===== src/rtl/chess_display_pkg.sv =====
// Shared types and active-high seven-segment patterns for the clock display.
// Segment bit order is {g,f,e,d,c,b,a}; the dp bit is added by the driver.
package chess_display_pkg;

    typedef logic [1:0] digit_idx_t;
    typedef logic [3:0] bcd_t;

    localparam logic [6:0] SEG_BLANK = 7'h00;
    localparam logic [6:0] SEG_DASH  = 7'h40;

    localparam logic [6:0] SEG_DIGIT [0:9] = '{
        7'h3F, 7'h06, 7'h5B, 7'h4F, 7'h66,
        7'h6D, 7'h7D, 7'h07, 7'h7F, 7'h6F
    };

endpackage


===== src/rtl/clock_display_driver_seg7_decode.sv =====
// Combinational BCD to active-high seven-segment decoder.
// The dash flag overrides the digit; codes above 9 decode to blank.
module seg7_decode
    import chess_display_pkg::*;
(
    input  bcd_t       bcd,
    input  logic       dash,
    output logic [6:0] pattern
);

    always_comb begin
        pattern = SEG_BLANK;
        if (dash) begin
            pattern = SEG_DASH;
        end else if (bcd <= 4'd9) begin
            pattern = SEG_DIGIT[bcd];
        end
    end

endmodule


===== src/rtl/clock_display_driver.sv =====
// Four-digit multiplexed M:SS display driver with timeout blink.
// Define LOW_TIME_WARN_EN to blink the rightmost dp while under ten seconds remain.
module clock_display_driver
    import chess_display_pkg::*;
#(
    parameter int REFRESH_DIV    = 100000,
    parameter int BLINK_DIV      = 50000000,
    parameter bit SEG_ACTIVE_LOW = 1'b1
) (
    input  logic       clk,
    input  logic       reset,
    input  logic       enable,
    input  logic [1:0] minute,
    input  logic [5:0] second,
    input  logic       to,
    output logic [7:0] hex_seg,
    output logic [3:0] hex_grid
);

    localparam int RW = $clog2(REFRESH_DIV);
    localparam int BW = $clog2(BLINK_DIV);
    localparam logic [7:0] SEG_OFF  = SEG_ACTIVE_LOW ? 8'hFF : 8'h00;
    localparam logic [3:0] GRID_OFF = SEG_ACTIVE_LOW ? 4'hF : 4'h0;

    logic [RW-1:0] refresh_cnt_reg;
    digit_idx_t    idx_reg;
    logic [BW-1:0] blink_cnt_reg;
    logic          blink_phase_reg;
    logic [1:0]    snap_min_reg;
    logic [5:0]    snap_sec_reg;
    logic          snap_to_reg;
    logic [7:0]    hex_seg_reg;
    logic [3:0]    hex_grid_reg;

    logic          refresh_wrap;
    logic          frame_wrap;
    logic          low_time_cur;
    logic          low_time_next;
    logic          run_cur;
    logic          run_next;
    logic          to_fall;
    logic          sec_dash;
    bcd_t          sec_tens;
    bcd_t          sec_ones;
    bcd_t          digit_bcd [4];
    logic [3:0]    digit_dash;
    logic [6:0]    pattern [4];
    logic [3:0]    dp_vec;
    logic [3:0]    grid_onehot;
    logic [7:0]    seg_next;
    logic [3:0]    grid_next;

    assign refresh_wrap = (refresh_cnt_reg == RW'(REFRESH_DIV - 1));
    assign frame_wrap   = refresh_wrap && (idx_reg == 2'd3);

`ifdef LOW_TIME_WARN_EN
    assign low_time_cur  = !snap_to_reg && (snap_min_reg == 2'd0) && (snap_sec_reg < 6'd10);
    assign low_time_next = frame_wrap ? (!to && (minute == 2'd0) && (second < 6'd10))
                                      : low_time_cur;
`else
    assign low_time_cur  = 1'b0;
    assign low_time_next = 1'b0;
`endif

    // run_next looks at the snapshot as it will be after this edge, so a
    // capture that ends the blink condition clears the counter immediately.
    assign run_cur  = snap_to_reg || low_time_cur;
    assign run_next = (frame_wrap ? to : snap_to_reg) || low_time_next;
    assign to_fall  = frame_wrap && snap_to_reg && !to;

    always_ff @(posedge clk or negedge reset) begin
        if (!reset) begin
            refresh_cnt_reg <= '0;
            idx_reg         <= '0;
        end else if (refresh_wrap) begin
            refresh_cnt_reg <= '0;
            idx_reg         <= idx_reg + 2'd1;
        end else begin
            refresh_cnt_reg <= refresh_cnt_reg + RW'(1);
        end
    end

    always_ff @(posedge clk or negedge reset) begin
        if (!reset) begin
            snap_min_reg <= '0;
            snap_sec_reg <= '0;
            snap_to_reg  <= 1'b0;
        end else if (frame_wrap) begin
            snap_min_reg <= minute;
            snap_sec_reg <= second;
            snap_to_reg  <= to;
        end
    end

    always_ff @(posedge clk or negedge reset) begin
        if (!reset) begin
            blink_cnt_reg   <= '0;
            blink_phase_reg <= 1'b0;
        end else if (!enable || !run_next || to_fall) begin
            blink_cnt_reg   <= '0;
            blink_phase_reg <= 1'b0;
        end else if (run_cur) begin
            if (blink_cnt_reg == BW'(BLINK_DIV - 1)) begin
                blink_cnt_reg   <= '0;
                blink_phase_reg <= ~blink_phase_reg;
            end else begin
                blink_cnt_reg <= blink_cnt_reg + BW'(1);
            end
        end
    end

    assign sec_dash  = (snap_sec_reg > 6'd59);
    assign sec_tens  = 4'(snap_sec_reg / 6'd10);
    assign sec_ones  = 4'(snap_sec_reg % 6'd10);

    assign digit_bcd[0] = sec_ones;
    assign digit_bcd[1] = sec_tens;
    assign digit_bcd[2] = {2'b00, snap_min_reg};
    assign digit_bcd[3] = 4'hF;
    assign digit_dash   = {1'b0, 1'b0, sec_dash, sec_dash};
    assign dp_vec       = {1'b0, 1'b1, 1'b0, low_time_cur && blink_phase_reg};

    generate
        for (genvar gi = 0; gi < 4; gi++) begin : g_digit
            seg7_decode u_dec (
                .bcd     (digit_bcd[gi]),
                .dash    (digit_dash[gi]),
                .pattern (pattern[gi])
            );
            assign grid_onehot[gi] = (idx_reg == digit_idx_t'(gi));
        end
    endgenerate

    always_comb begin
        seg_next  = {dp_vec[idx_reg], pattern[idx_reg]};
        grid_next = grid_onehot;
        if (!enable || (snap_to_reg && blink_phase_reg)) begin
            seg_next  = '0;
            grid_next = '0;
        end
    end

    // Polarity is applied only here; everything upstream is active-high.
    always_ff @(posedge clk or negedge reset) begin
        if (!reset) begin
            hex_seg_reg  <= SEG_OFF;
            hex_grid_reg <= GRID_OFF;
        end else begin
            hex_seg_reg  <= SEG_ACTIVE_LOW ? ~seg_next : seg_next;
            hex_grid_reg <= SEG_ACTIVE_LOW ? ~grid_next : grid_next;
        end
    end

    assign hex_seg  = hex_seg_reg;
    assign hex_grid = hex_grid_reg;

endmodule


===== config.mk =====
export PLATFORM = sky130hd
export DESIGN_NAME = clock_display_driver
export DESIGN_NICKNAME = d
export VERILOG_FILES = /design/src/rtl/chess_display_pkg.sv /design/src/rtl/clock_display_driver_seg7_decode.sv /design/src/rtl/clock_display_driver.sv
export SDC_FILE = /design/constraint.sdc
export NUM_CORES = 1
export LEC_CHECK = 0
export BUFFER_PORTS_ARGS = -buffer_cell sky130_fd_sc_hd__buf_2
export CAP_MARGIN = 20
export CORE_ASPECT_RATIO = 1.25
export CORE_MARGIN = 2
export CORE_UTILIZATION = 45
export CTS_BUF_LIST = sky130_fd_sc_hd__clkbuf_8
export CTS_CLUSTER_DIAMETER = 50
export DETAILED_ROUTE_END_ITERATION = 7
export PLACE_DENSITY = 0.62
export SLEW_MARGIN = 10
export SYNTH_ARGS = -nofsm -noshare
export SYNTH_HDL_FRONTEND = slang
export SYNTH_HIERARCHICAL = 1
export SYNTH_SLANG_ARGS = --single-unit

===== constraint.sdc =====
create_clock -name clk -period 3 [get_ports clk]
set_input_delay 0.6 -clock clk [delete_from_list [all_inputs] [get_ports clk]]
set_output_delay 0.6 -clock clk [all_outputs]
set_load 0.01 [all_outputs]

* After elaboration in Yosys (flattened, before gate mapping)
Memories as Yosys holds them, arrays and structs flattened. Index checks and enable logic that the tools add are counted.
Cells by class: bitwise logic cells 7, order comparisons 9, add/sub/neg operators 3, eq/ne operators 5, reduce and logical (&&, ||, !) cells 14, muxes and demuxes 26, divide/modulo/power cells 2
Operator list (number):
- $mux W7 | 13
- $mux W26 | 3
- $add A26 B1 Y26 const B | 1
- $eq A26 B26 Y1 const B | 1
- $add A17 B1 Y17 const B | 1
- $eq A17 B17 Y1 const B | 1
- $mux W17 | 1
- $ge A5 B5 Y1 const B | 3
- $bmux W7 S2 | 1
- $not A4 Y5 | 2
- $le A4 B4 Y1 const B | 2
- $mux W8 | 1
- $not A8 Y8 | 1
- $div A6 B4 Y6 const B | 1
- $gt A6 B6 Y1 const B | 1
- $mod A6 B4 Y6 const B | 1
- $mux W1 | 5
- $not A2 Y5 | 1
- $eq A2 B2 Y1 const B | 2
- $le A2 B4 Y1 const B | 1
- $logic_and A1 B1 Y1 | 4
- $mux W4 | 1
- $not A4 Y4 | 1
- $reduce_bool A2 Y1 | 2
- other kinds (11) | 15
Storage, ports and cells: word-level logic and storage cells 78, output and inout bits 12, register bits 67, bits in read-only memories 336, input bits 12, memories kept 3
Memory list:
- (name not given) | depth 16, width 7, read ports 1, clocked after memory_dff 0, wr ports 0, line clock_display_driver_seg7_decode.sv:16 | pattern = SEG_DIGIT[bcd];
- (name not given) | depth 16, width 7, read ports 1, clocked after memory_dff 0, wr ports 0, line clock_display_driver_seg7_decode.sv:16
- (name not given) | depth 16, width 7, read ports 1, clocked after memory_dff 0, wr ports 0, line clock_display_driver_seg7_decode.sv:16

* Depth between registers and ports, before layout
depth after elaboration 12, mapped depth 14, mapped depth without buffers 13

* By module
The synthesis kept the hierarchy.
By module, submodules not included:
- clock_display_driver | area each 3572.2 um^2, times used 1, sequential area each 1665.3 um^2, cells an instance 347
- seg7_decode (g_digit[0].u_dec ...) | area each 235.2 um^2, times used 3, sequential area each 0.0 um^2, cells an instance 29
- seg7_decode (g_digit[1].u_dec) | area each 231.5 um^2, times used 1, sequential area each 0.0 um^2, cells an instance 31

* Worst setup path before layout
OpenSTA, ideal clock, no wires.
kind reg2reg, start reg snap_sec_reg[5], end reg hex_seg_reg[6] (netlist: hex_seg[6]), clock period less this slack 3.029 ns, stages on the path, launching flop included 12, arrival time 2.966 ns, setup slack -0.029 ns, setup time 0.063 ns, buffers on the path 0, data required time 2.937 ns, cell sequence dfrtp_1 nor2b_1 nor2_1 a31oi_1 xnor2_1 ha_1 mux2i_1 inv_1 a211o_1 a21o_1 mux4_2 nand2_1
RTL lines:
- start, declared | line clock_display_driver.sv:30 | logic [5:0] snap_sec_reg;
- start signal, assigned | line clock_display_driver.sv:90 | snap_sec_reg <= second;
- end signal, assigned | line clock_display_driver.sv:149 | hex_seg_reg <= SEG_ACTIVE_LOW ? ~seg_next : seg_next;
- end, declared | line clock_display_driver.sv:32 | logic [7:0] hex_seg_reg;

==> impl_metrics.py <==
metrics = {
    "status": {
        "status": "finished, final reports clean",
    },
    "synth": {
        "yosys.cell_count.top_type": "dfrtp_1",
        "synth.top_cells.by_area": "dfrtp_1 (31%), ha_1 (8.3%), dfstp_2 (6.4%)",
        "synth_area_per_cell_um2": 9.70,
        "ys_warn_count": 6,
        "ys_seq_area_share_pct": 36.9,
        "synth-seq-cells": 66,
        "synth_edf_count": 0,
        "synth_area_mm2": 0.00451,
        "synthArstFlopShare_pct": 100,
        "yosys.cell_types.count": 67,
        "netlist_top_cells_count": "dfrtp_1 (55), nand2_1 (38), nor2_1 (31), ha_1 (30), inv_1 (30)",
        "synthCells": 465,
        "synthFlopType": "dfrtp_1",
        "yosysTopAreaCell": "dfrtp_1",
        "synth_top_area_share_pct": 30.5,
    },
    "placement": {
        "io_buffers": 23,
        "place_ws_ns": 0.0225,
        "post_dp_cell_area_mm2": 0.00489,
        "place_hpwl_mm": 6.79,
        "finalWeightedCongestion": 0.794,
    },
    "layout": {
        "areaGrowthSynthToFinish_pct": 14.5,
        "final_nets": 566,
        "diodes": 0,
        "final_util_pct": 53.4,
        "largest_reg_flops": 26,
        "drive_gt1_share_pct": 19.7,
        "post-route-cell-area_mm2": 0.00516,
    },
    "global_routing": {
        "grt_usage_pct": 18.2,
        "grt_pass1_wl_mm": 15.6,
        "grt_max_degree": 40,
        "antenna_found_initial": 0,
        "first_global_vias": 3427,
        "gr-total-overflow": 0,
    },
    "clock_network": {
        "cts-buffers-inserted": 9,
        "h-tree-depth": 3,
        "cts_root_buf": "clkbuf_8",
        "numClockSinks": 66,
        "cts_max_path_buffers": 2,
        "tritoncts": "yes",
        "clkLatencyLatePin_ns": 0.35,
        "path_clk_slew_ns": 0.07,
    },
    "sta": {
        "slew_headroom_pct": 56.2,
        "fin_crit_sh_pct": 95.8,
        "tns_ns": 0,
        "slew_violations": 0,
        "whs_ns": 0.271,
        "worst_slack_ns": 0.126,
        "hold_viol_final": 0,
        "worst_pin_slew_ns": 0.657,
        "fin_crit_ns": 2.87,
        "fmax_mhz": 348,
        "setup_viol": 0,
        "clock_skew_ns": 0.0101,
        "rsz0062_at_grt": "true",
    },
    "worst_setup_path": {
        "critPathLaunch": "snap_sec_reg[5]",
        "startpoint_type": "flop",
        "path_class": "reg2reg",
        "path_max_fanout": 9,
        "reg2reg_slack_ns": 0.13,
        "crit_path_end_kind": "flop",
        "reg2reg_from": "snap_sec_reg[5]",
        "cp.arrival_ns": 3.16,
        "crit_required_ns": 3.29,
    },
    "power": {
        "pwr-share-comb_pct": 5.4,
        "ir_worst_vdd_mv": 0.183,
        "power.density_mw_per_mm2": 354,
        "leakage_nw": 2.17,
        "swShare_pct": 22.2,
        "pwr-share-seq_pct": 49.3,
        "p_switching_mw": 0.405,
        "clockPowerShare_pct": 45.3,
        "p_int_mw": 1.42,
    },
    "detailed_routing": {
        "wl_per_cell_um": 14.2,
        "antenna_left": 0,
        "first_pass_iters": 4,
        "drcViolationCount": 0,
        "via_count": 3521,
        "drt-initial-drc-count": 92,
        "vias_per_cell": 5.38,
        "wl_mm": 9.31,
    },
    "die": {
        "core_area_mm2": 0.00966,
        "fp.dieW_um": 93.5,
        "die_y_um": 116,
        "rows": 40,
        "io_pins": 24,
        "initial_core_util_pct": 46.7,
        "die_area_mm2": 0.0108,
    },
    "run": {
        "maxCapViolations": 0,
    },
    "min_path": {
        "hold_path_class": "in2async",
    },
}
==> cell usage in the layout (no fill, tap or decap), types with 4 or more instances in the layout <==
| master | count |
|---|---|
| xor2_1 | 11 |
| nor2b_1 | 13 |
| or4_1 | 10 |
| buf_4 | 12 |
| a21boi_1 | 4 |
| mux4_2 | 7 |
| o21ai_0 | 12 |
| buf_2 | 23 |
| a21oi_1 | 28 |
| conb_1 | 34 |
| clkbuf_8 | 10 |
| ha_1 | 30 |
| nand2_1 | 38 |
| xnor2_1 | 14 |
| nand3_1 | 14 |
| nor3_1 | 8 |
| o21a_1 | 9 |
| nand4_1 | 9 |
| or3_1 | 5 |
| nor4b_1 | 4 |
| inv_1 | 31 |
| mux2_2 | 9 |
| o31a_1 | 7 |
| o31ai_1 | 10 |
| nor2_1 | 31 |
| dfstp_2 | 11 |
| a21o_1 | 4 |
| and3_1 | 7 |
| a211o_1 | 4 |
| dfrtp_1 | 52 |
==> cells by family after synthesis <==
logic type,after synthesis,share of synthesized area (%)
compound gates,109,18.2
xor+xnor,26,5.05
fa+ha+maj,30,8.32
buf+inv,50,4.86
flops,66,36.9
mux,19,6.41
other cells,2,0.167
simple gates,163,20.1
==> area by class of cell <==
cell class | instances | area (µm²)
Fill cell | 926 | 4500
Multi-Input combinational cell | 381 | 2780
Sequential cell | 66 | 1670
Timing Repair Buffer | 36 | 225
Tap cell | 126 | 158
Clock buffer | 10 | 138
Inverter | 30 | 113
Clock inverter | 6 | 81.3
==> path summary, 6_finish.rpt <==
kind                       depth (start not counted)                  to
max                                               14          hex_seg[6]
min                                                1   blink_cnt_reg[22]
max reg2reg                                       14          hex_seg[6]
min reg2reg                                        1  refresh_cnt_reg[0]
max in group asynchronous                          2          hex_seg[6]
min in group clk                                   2     snap_sec_reg[3]
==> routing by layer <==
| metal | track usage, % | vias up | routed length [µm] |
|---|---|---|---|
| li1 | - | 1754 | - |
| met1 | 21.4 | 1712 | 3990 |
| met2 | 32.9 | 39 | 4920 |
| met3 | 3.51 | 16 | 222 |
| met4 | 6.67 | 0 | 178 |
| met5 | 0 | - | 0 |
==> power groups by stage <==
stage / Clock (mW) / Sequential (mW) / Combinational (mW)
after floorplan: 0 / 0.919 / 0.0553
after global placement: 0 / 0.917 / 0.0935
after detailed placement: 0 / 0.917 / 0.0938
after CTS: 0.844 / 0.900 / 0.0942
after global routing: 0.877 / 0.900 / 0.114
final: 0.827 / 0.900 / 0.0987
==> critical path: stages, from the launching register on <==
cell      delay (ns)
dfrtp_2         0.45
nor2b_4         0.24
nor2_1          0.07
a31oi_2         0.23
xnor2_2         0.10
ha_1            0.18
inv_1           0.10
o21ai_0         0.10
a21oi_1         0.13
o211ai_1        0.11
buf_4           0.19
a211o_1         0.23
a21o_1          0.17
mux4_2          0.45
nand2_1         0.08
==> metrics by stage <==
stage / instances / power (mW)
after detailed placement: 636 / 1.01
after floorplan: 497 / 0.974
final: 655 / 1.83
after global placement: 636 / 1.01
after CTS: 652 / 1.84
after global routing: 655 / 1.89
==> timing repair <==
item,4_1_cts,5_1_grt
endpoints found under the setup margin,3,7
resized for setup,2,6
setup buffers,0,3
hold buffers,0,0
(Power assumes the default switching activity.)
